[src/rtl/mem_pkg.sv]
// mem_pkg: access-width codes, scheduler state encoding and lane helper shared by mem_sched
package mem_pkg;
  localparam logic [1:0] MEM_ACC_8  = 2'b00;
  localparam logic [1:0] MEM_ACC_16 = 2'b01;
  localparam logic [1:0] MEM_ACC_32 = 2'b10;
  typedef enum logic [1:0] {IDLE, ACCESS, WAIT, RESP} state_t;
  function automatic int lanes(input int m_width);
    return m_width / 8;
  endfunction
endpackage

[src/rtl/mem_lane_align.sv]
// mem_lane_align: byte-lane write mask, write-data replication, read alignment and access checks
module mem_lane_align
  import mem_pkg::*;
#(
  parameter int M_WIDTH = 32
) (
  input  logic [$clog2(M_WIDTH/8)-1:0] off,
  input  logic [1:0]                   width,
  input  logic [M_WIDTH-1:0]           wdata,
  input  logic [M_WIDTH-1:0]           rdata,
  output logic [M_WIDTH/8-1:0]         we,
  output logic [M_WIDTH-1:0]           wdata_rep,
  output logic [M_WIDTH-1:0]           rdata_al,
  output logic                         err
);
  localparam int L = lanes(M_WIDTH);
  logic [M_WIDTH-1:0] sh;
  always_comb begin
    err = (width == MEM_ACC_16 && off[0]) || (width == MEM_ACC_32 && off[1:0] != 2'b00) || width == 2'b11;
    we = err ? '0 : width == MEM_ACC_8 ? L'(1) << off : width == MEM_ACC_16 ? L'(3) << off : L'(15) << off;
    wdata_rep = width == MEM_ACC_8 ? {L{wdata[7:0]}} : width == MEM_ACC_16 ? {(L/2){wdata[15:0]}} : {(L/4){wdata[31:0]}};
    sh = rdata >> {off, 3'b000};
    rdata_al = err ? '0 : width == MEM_ACC_8 ? M_WIDTH'(sh[7:0]) : width == MEM_ACC_16 ? M_WIDTH'(sh[15:0]) : M_WIDTH'(sh[31:0]);
  end
endmodule

[src/rtl/mem_sched.sv]
// mem_sched: multi-client scheduler running one SRAM access at a time (IDLE/ACCESS/WAIT/RESP)
// MEM_SCHED_FIXED_PRIO_EN selects fixed highest-index priority instead of round-robin.
module mem_sched
  import mem_pkg::*;
#(
  parameter int M_WIDTH    = 32,
  parameter int CLIENT_CNT = 3
) (
  input  logic                               clk,
  input  logic                               rst_n,
  input  logic [CLIENT_CNT-1:0]              client_requests,
  input  logic [M_WIDTH*CLIENT_CNT-1:0]      client_addrs_packed,
  input  logic [CLIENT_CNT-1:0]              client_wes,
  input  logic [2*CLIENT_CNT-1:0]            client_data_widths_packed,
  input  logic [M_WIDTH*CLIENT_CNT-1:0]      client_data_outs_packed,
  output logic [CLIENT_CNT-1:0]              client_readies,
  output logic [CLIENT_CNT-1:0]              client_errs,
  output logic [M_WIDTH*CLIENT_CNT-1:0]      client_data_ins_packed,
  input  logic [M_WIDTH-1:0]                 mem_data_in,
  output logic [M_WIDTH-1:0]                 mem_data_out,
  output logic [M_WIDTH-$clog2(M_WIDTH/8)-1:0] mem_addr,
  output logic [M_WIDTH/8-1:0]               mem_we_outs
);
  localparam int OB = $clog2(lanes(M_WIDTH));
  localparam int IW = CLIENT_CNT > 1 ? $clog2(CLIENT_CNT) : 1;
  state_t state, state_d;
  logic [IW-1:0] rr, rr_nxt, win, win_q, idx;
  logic [OB-1:0] off_q, a_off;
  logic [1:0] width_q, a_width, w_width;
  logic err_q, w_we, al_err;
  logic [M_WIDTH-1:0] w_addr, w_wdata, al_wdata, al_rdata;
  logic [M_WIDTH/8-1:0] al_we;
`ifdef MEM_SCHED_FIXED_PRIO_EN
  always_comb begin
    idx = '0;
    win = '0;
    for (int i = 0; i < CLIENT_CNT; i++) if (client_requests[i]) win = IW'(i);
  end
  assign rr_nxt = '0;
`else
  // Descending scan so the requester closest to rr (inclusive) is the last to overwrite win.
  always_comb begin
    idx = '0;
    win = '0;
    for (int i = CLIENT_CNT - 1; i >= 0; i--) begin
      idx = IW'((int'(rr) + i) % CLIENT_CNT);
      if (client_requests[idx]) win = idx;
    end
  end
  assign rr_nxt = win_q == IW'(CLIENT_CNT - 1) ? '0 : win_q + 1'b1;
`endif
  assign w_addr  = client_addrs_packed[win*M_WIDTH +: M_WIDTH];
  assign w_wdata = client_data_outs_packed[win*M_WIDTH +: M_WIDTH];
  assign w_width = client_data_widths_packed[win*2 +: 2];
  assign w_we    = client_wes[win];
  // The aligner serves the incoming winner in IDLE and the latched access afterwards.
  assign a_off   = state == IDLE ? w_addr[OB-1:0] : off_q;
  assign a_width = state == IDLE ? w_width : width_q;
  mem_lane_align #(.M_WIDTH(M_WIDTH)) u_align (
    .off(a_off),
    .width(a_width),
    .wdata(w_wdata),
    .rdata(mem_data_in),
    .we(al_we),
    .wdata_rep(al_wdata),
    .rdata_al(al_rdata),
    .err(al_err)
  );
  always_comb begin
    state_d = state == IDLE ? (|client_requests ? ACCESS : IDLE) : state == ACCESS ? WAIT : state == WAIT ? RESP : IDLE;
    client_readies = '0;
    client_errs = '0;
    if (state == RESP) begin
      client_readies[win_q] = 1'b1;
      client_errs[win_q] = err_q;
    end
  end
  always_ff @(posedge clk or negedge rst_n) begin
    if (!rst_n) begin
      state <= IDLE;
      rr <= '0;
      win_q <= '0;
      off_q <= '0;
      width_q <= '0;
      err_q <= 1'b0;
      mem_addr <= '0;
      mem_we_outs <= '0;
      mem_data_out <= '0;
      client_data_ins_packed <= '0;
    end else begin
      state <= state_d;
      mem_we_outs <= '0;
      if (state == IDLE && state_d == ACCESS) begin
        win_q <= win;
        off_q <= w_addr[OB-1:0];
        width_q <= w_width;
        err_q <= al_err;
        mem_addr <= w_addr[M_WIDTH-1:OB];
        mem_we_outs <= w_we ? al_we : '0;
        mem_data_out <= al_wdata;
      end
      if (state == WAIT) client_data_ins_packed[win_q*M_WIDTH +: M_WIDTH] <= al_rdata;
      if (state == RESP) rr <= rr_nxt;
    end
  end
endmodule
[config.mk]
export PLATFORM = sky130hd
export DESIGN_NAME = mem_sched
export DESIGN_NICKNAME = d
export VERILOG_FILES = /design/src/rtl/mem_pkg.sv /design/src/rtl/mem_lane_align.sv /design/src/rtl/mem_sched.sv
export SDC_FILE = /design/constraint.sdc
export NUM_CORES = 1
export LEC_CHECK = 0
export ABC_AREA = 1
export CORE_AREA = 2 2 159 161
export CTS_BUF_LIST = sky130_fd_sc_hd__clkbuf_4
export DETAILED_ROUTE_END_ITERATION = 6
export DIE_AREA = 0 0 161 163
export PLACE_DENSITY = 0.78
export SETUP_SLACK_MARGIN = 0.3
export SYNTH_ARGS = -nofsm -noshare
export SYNTH_HDL_FRONTEND = slang
export SYNTH_HIERARCHICAL = 1
export SYNTH_SLANG_ARGS = --single-unit
[constraint.sdc]
create_clock -name clk -period 4.25 [get_ports clk]
set_clock_uncertainty 0.15 [all_clocks]
set_input_delay 1.275 -clock clk [delete_from_list [all_inputs] [get_ports clk]]
set_output_delay 1.275 -clock clk [all_outputs]
set_load 0.02 [all_outputs]
# After elaboration in Yosys (flattened, before gate mapping)
# Cells that the tools add are included.
# classes
n_addsub,4
multipliers,0
div,3
magnitude_cmp,6
eq_ne,8
shift,9
n_mux,33
bitwise_logic,1
reduce_logical,10
# op_table
operator,count
$shiftx A96 B8 Y32,2
$mux W32,5
$bwmux W96,1
$shift A32 B34 Y96 const A,1
$shiftx A32 B34 Y96,1
$mod A32 B3 Y32 const B,2
$neg A7 Y34,1
$mod A3 B3 Y32 const B,1
$shr A32 B5 Y32,1
$mux W4,5
$mux W2,9
$lt A2 B3 Y1 const B,5
$eq A2 B2 Y1 const B,5
$bmux W1 S2,4
$eq A2 B1 Y1 const B,3
$mux W1,6
$mux W3,2
$shiftx A6 B4 Y2,1
$logic_and A1 B1 Y1,4
$logic_not A2 Y1,2
$shl A1 B2 Y4 const A,1
$shl A2 B2 Y4 const A,1
$shl A4 B2 Y4 const A,1
$add A2 B1 Y3 const B,1
8 further kinds,9
# totals
reg_bits,173
latch_bits,0
ram_bits,0
mem_bits_ro,0
in_bits,238
word_cells,84
mem_count,0

# Logic depth before layout (Yosys ltp)
# Gate-level depths: netlist of run 1.
# depth
depth_word,16
mapped_depth,25
mapped_depth_nobuf,21

# Cells and area by module
# Netlist of run 1, hierarchy kept.
# by_module_without_submodules
mod,instances,cells_per_inst,area_per_inst_um2,seq_area_each_um2
mem_sched,1,1102,8500.7,4329.2
mem_lane_align,1,260,1162.4,0.0

# Worst setup path after synthesis of run 1
# OpenSTA, ideal clock, no wires.
# synth_path
kind,input-to-reg
start,input client_requests[2]
end,register client_data_ins_packed[65]
setup_time_ns,0.083
arrival_time_ns,3.183
t_required_ns,4.017
slack_ns,0.833
cell_stages,20
path_buffers,2
path_cell_list,inv_1 o21ai_1 nand2_1 nand2_1 nand3_2 nand2_4 buf_4 nand2_1 nand3_1 nand2_1 nand2_1 nand2_1 nor2_4 inv_4 nand2_1 nand2_1 buf_6 nor2_1 nand2_1 o21ai_0
# synth_between
elab_chain_len,14
# synth_lines
item,line_no,source
start: declaration,mem_sched.sv:11,"input logic [CLIENT_CNT-1:0] client_requests,"
$bmux W1 S2,mem_sched.sv:47,if (client_requests[idx]) win = idx;
$mux W1 (implied by the code),mem_sched.sv:47,
$mux W2 (2 in a row),mem_sched.sv:47,
$mux W2 (*),mem_sched.sv:47,
$shiftx A6 B4 Y2 (*),mem_sched.sv:54,assign w_width = client_data_widths_packed[win*2 +: 2];
$mux W2 (*),mem_sched.sv:58,assign a_width = state == IDLE ? w_width : width_q;
named net a_width[0],mem_sched.sv:29,"logic [1:0] width_q, a_width, w_width;"
$eq A2 B1 Y1 / $eq A2 B2 Y1 (equally long branches),mem_lane_align.sv:19,err = (width == MEM_ACC_16 && off[0]) || (width == MEM_ACC_32 && off[1:0] != 2'b00) || width == 2'b11;
$logic_and A1 B1 Y1,mem_lane_align.sv:19,
$logic_or A1 B1 Y1,mem_lane_align.sv:19,
$logic_or A1 B1 Y1 (*),mem_lane_align.sv:19,
named net al_err,mem_sched.sv:30,"logic err_q, w_we, al_err;"
$mux W32 (*),mem_lane_align.sv:23,rdata_al = err ? '0 : width == MEM_ACC_8 ? M_WIDTH'(sh[7:0]) : width == MEM_ACC_16 ? M_WIDTH'(sh[15:0]) : M_WI ...
named net al_rdata[1],mem_sched.sv:31,"logic [M_WIDTH-1:0] w_addr, w_wdata, al_wdata, al_rdata;"
$shiftx A32 B34 Y96 (*),mem_sched.sv:102,if (state == WAIT) client_data_ins_packed[win_q*M_WIDTH +: M_WIDTH] <= al_rdata;
$bwmux W96 (*),mem_sched.sv:102,
end signal: indexed assignment,mem_sched.sv:102,
end: declaration,mem_sched.sv:18,"output logic [M_WIDTH*CLIENT_CNT-1:0] client_data_ins_packed,"
# Mark *: on every way through the listed nets, which the timed path passes. The rest lies on a longest branch. The select of a mux whose other input is x is not followed.
# A chain may end at the register's enable or synchronous reset.

# Final worst setup path of run 1
# layout_path
start,input client_requests[2]
end,register mem_data_out[31]
# layout_rtl
item,line_no,source
$bmux W1 S2,mem_sched.sv:47,
$mux W1 (implied by the code),mem_sched.sv:47,
$mux W2 (2 in a row),mem_sched.sv:47,
$mux W2 (*),mem_sched.sv:47,
$shiftx A96 B8 Y32 (*),mem_sched.sv:53,assign w_wdata = client_data_outs_packed[win*M_WIDTH +: M_WIDTH];
named net w_wdata[7],mem_sched.sv:31,
$mux W32 (*),mem_lane_align.sv:21,wdata_rep = width == MEM_ACC_8 ? {L{wdata[7:0]}} : width == MEM_ACC_16 ? {(L/2){wdata[15:0]}} : {(L/4){wdata[3 ...
named net al_wdata[31],mem_sched.sv:31,
end signal: assignment,mem_sched.sv:100,mem_data_out <= al_wdata;
end: declaration,mem_sched.sv:20,"output logic [M_WIDTH-1:0] mem_data_out,"
# Marked as above.

==> results.cfg, run 1 <==
[outcome]
status = complete, but fails checks
violations = DRC

[floorplan]
coreArea_um2 = 24700
core.rowCount = 58
die_w_um = 161
start_util = 0.392
pin_count = 406
die_y_um = 163
die-area_um2 = 26200

[critical_path]
regToRegStartpoint = rr[0]
cp.required_ns = 4.56
crit_buf_inv = 6
max_stage_delay_ns = 0.52
path_cells = clkdlybuf4s50_1 > inv_1 > o21ai_1 > nand2_1 > nand2_1 > nand3_2 > nand2_4 > buf_4 > inv_2 > buf_4 > buf_4 > o21ai_0 > o21ai_1 > nand2_1 > nand3_1 > nand2_1 > nand2_1
crit_top_cell = nand2_1
startpoint = client_requests[2]
cp-end-kind = flip-flop
cp-start-kind = primary input
crit_path_top_delay_cell = clkdlybuf4s50_1
critPathTopFamily = buffers and inverters
worstSetupPathType = in -> reg
crit_fanout = 33
arrival_ns = 3.98

[synth]
synthDistinctLibCells = 28
syn_area_per_cell_um2 = 7.09
synth_seq_cells = 173
yosys_warnings = 6
synth_seq_area_share = 0.448
synthCells = 1362
syn_nets = 1612
synth_area_leaders = dfrtp_1, nand2_1, nand3_1
synth_top_area_share = 0.448
synth_area_um2 = 9660
yosysTopAreaCell = dfrtp_1

[clock_network]
cts_sinks = 173
cts_resized = 0
cts_buffers = 17
insertion_delay_ns = 0.58
clockBufferDepth = 2
postCtsSetupBuffers = 0
root_buffer = clkbuf_4
cts_tree = built
hold_buffers = 0
htree_num_levels = 4
clkTransAtPathRegs_ns = 0.15

[sta]
relSlewSlack = 0.274
rsz0062_at_grt = false
final-max-slew-violation-count = 0
layout_setup_ws_ns = 0.573
finalCriticalPeriod_ns = 3.68
fin_tns_setup_ns = 0
fmax_mhz = 272
setup_violations = 0
hold_violations = 0
finalCritPeriodShare = 0.865
worst_pin_slew_ns = 1.09

[min_path]
hold_class = reg -> reg
min_from = mem_data_out[24]

[cells_and_area]
layout_commonest_cell = nand2_1
n_fill_cell = 2283
nets = 2005
drive_gt1_frac = 0.0650
multiInputGateArea_um2 = 4430
seqCellArea_um2 = 4330
final_cell_mix = nand2_1, clkdlybuf4s50_1, dfrtp_1
area_growth_pct = 50.4
stdcell_area_um2 = 14500

[global_route]
grt-ovfl-total = 0
grt_max_degree = 100
grt_pass1_wl_um = 56600
grtUsageTotal = 0.280
grt_pass1_vias = 10200
grt_antenna_before_repair = 3

[power_and_ir_drop]
p_total_mw = 12.0
vdd_ir_drop_max_uv = 393
leakage_nw = 6.75
p_per_area_nw_per_um2 = 824

[drt]
drt-met1-wl_um = 14500
drc = 3
vias_per_cell = 5.07
drtIter0Drc = 764
wl_met2_um = 17500
routed_wirelength_um = 36800
drtPass1Iterations = 7
vias = 10600
wl_per_cell_um = 17.5
wl_met3_um = 3150
top_layer_used = met5
antenna_left = 0

[place]
place_ws_ns = -0.0987
port_buffers = 405
dpl.hpwl_um = 28800
gp_congestion = 0.945
place_area_um2 = 14200

[flow_run]
maxCapViolCount = 0
layer usage:
layer	global-route usage	vias to the layer above
li1	-	5121
met1	0.338	4914
met2	0.471	523
met3	0.0703	87
met4	0.129	2
met5	0	-
worst min-delay path: stages, from the launching register on:
cell and delay (ns):
dfrtp_1 0.37, nand2_1 0.05, nand2_1 0.04
synth_stat cells:
master,instances
buf_6,4
buf_4,13
inv_2,8
buf_2,33
nand4_4,1
or4_1,1
o21ai_1,55
nor2_4,1
a21oi_4,1
dfrtp_1,173
nand4_1,16
inv_4,1
nor2_2,1
o21ai_0,120
and2_1,8
o211ai_1,13
ha_1,12
a21oi_1,19
nand3_2,2
inv_1,110
nor2_1,91
nand3b_1,16
nand2_1,485
buf_1,10
clkbuf_1,34
and3_1,1
nand2_4,1
nand3_1,132
cells by family (layout without fill, tap and decap cells):
kind of cell	Yosys count	after routing	share of synthesized area
and+or+nand+nor	756	756	0.329
buffers and inverters	213	619	0.0954
AOI/OAI and AO/OA	208	208	0.112
DFF	173	173	0.448
adders and majority gates	12	12	0.0155
other	0	1	0
state kept, by name, indices dropped and copies added (netlist names):
register / cells
client_data_ins_packed: 96
err_q: 1
mem_addr: 30
mem_data_out: 32
mem_we_outs: 4
off_q: 2
rr: 2
state: 2
width_q: 2
win_q: 2
power breakdown:
part / internal (mW) / switching [mW]
Clock: 0.275 / 0.688
Combinational: 3.23 / 5.01
Sequential: 2.35 / 0.424
Total: 5.85 / 6.12
path summary, 6_finish.rpt:
check,endpoint,slack [ns],cells after the start
min in group asynchronous,client_data_ins_packed[2],0.59,1
min,mem_data_out[24],0.34,2
max reg2reg,mem_data_out[31],0.98,19
min reg2reg,mem_data_out[24],0.34,2
max in group asynchronous,win_q[1],2.53,2
max,mem_data_out[31],0.57,17
cell type report:
class | instances | share of cell area
Sequential cell | 173 | 0.298
Tap cell | 330 | 0.0284
Timing Repair Buffer | 468 | 0.318
Clock buffer | 17 | 0.00878
Multi-Input combinational cell | 976 | 0.305
Antenna cell | 1 | 0.000172
Inverter | 119 | 0.0309
Clock inverter | 15 | 0.0115
metrics by stage:
step | util | hold slack, ns | cells
5_1_grt | 0.589 | 0.360 | 2099
6_report | 0.589 | 0.339 | 2099
4_1_cts | 0.589 | 0.343 | 2098
2_1_floorplan | - | 0.299 | 1362
3_5_place_dp | 0.577 | 0.308 | 2066
3_3_place_gp | 0.577 | 0.305 | 2066
Note: power is estimated with default switching activity, not from simulation.
==> inputs of run 2 (changes only) <==
SKIP_CTS_REPAIR_TIMING = 1   (was default)
==> results of run 2 <==
The final DEF is identical to that of run 1; final timing and power are the same.
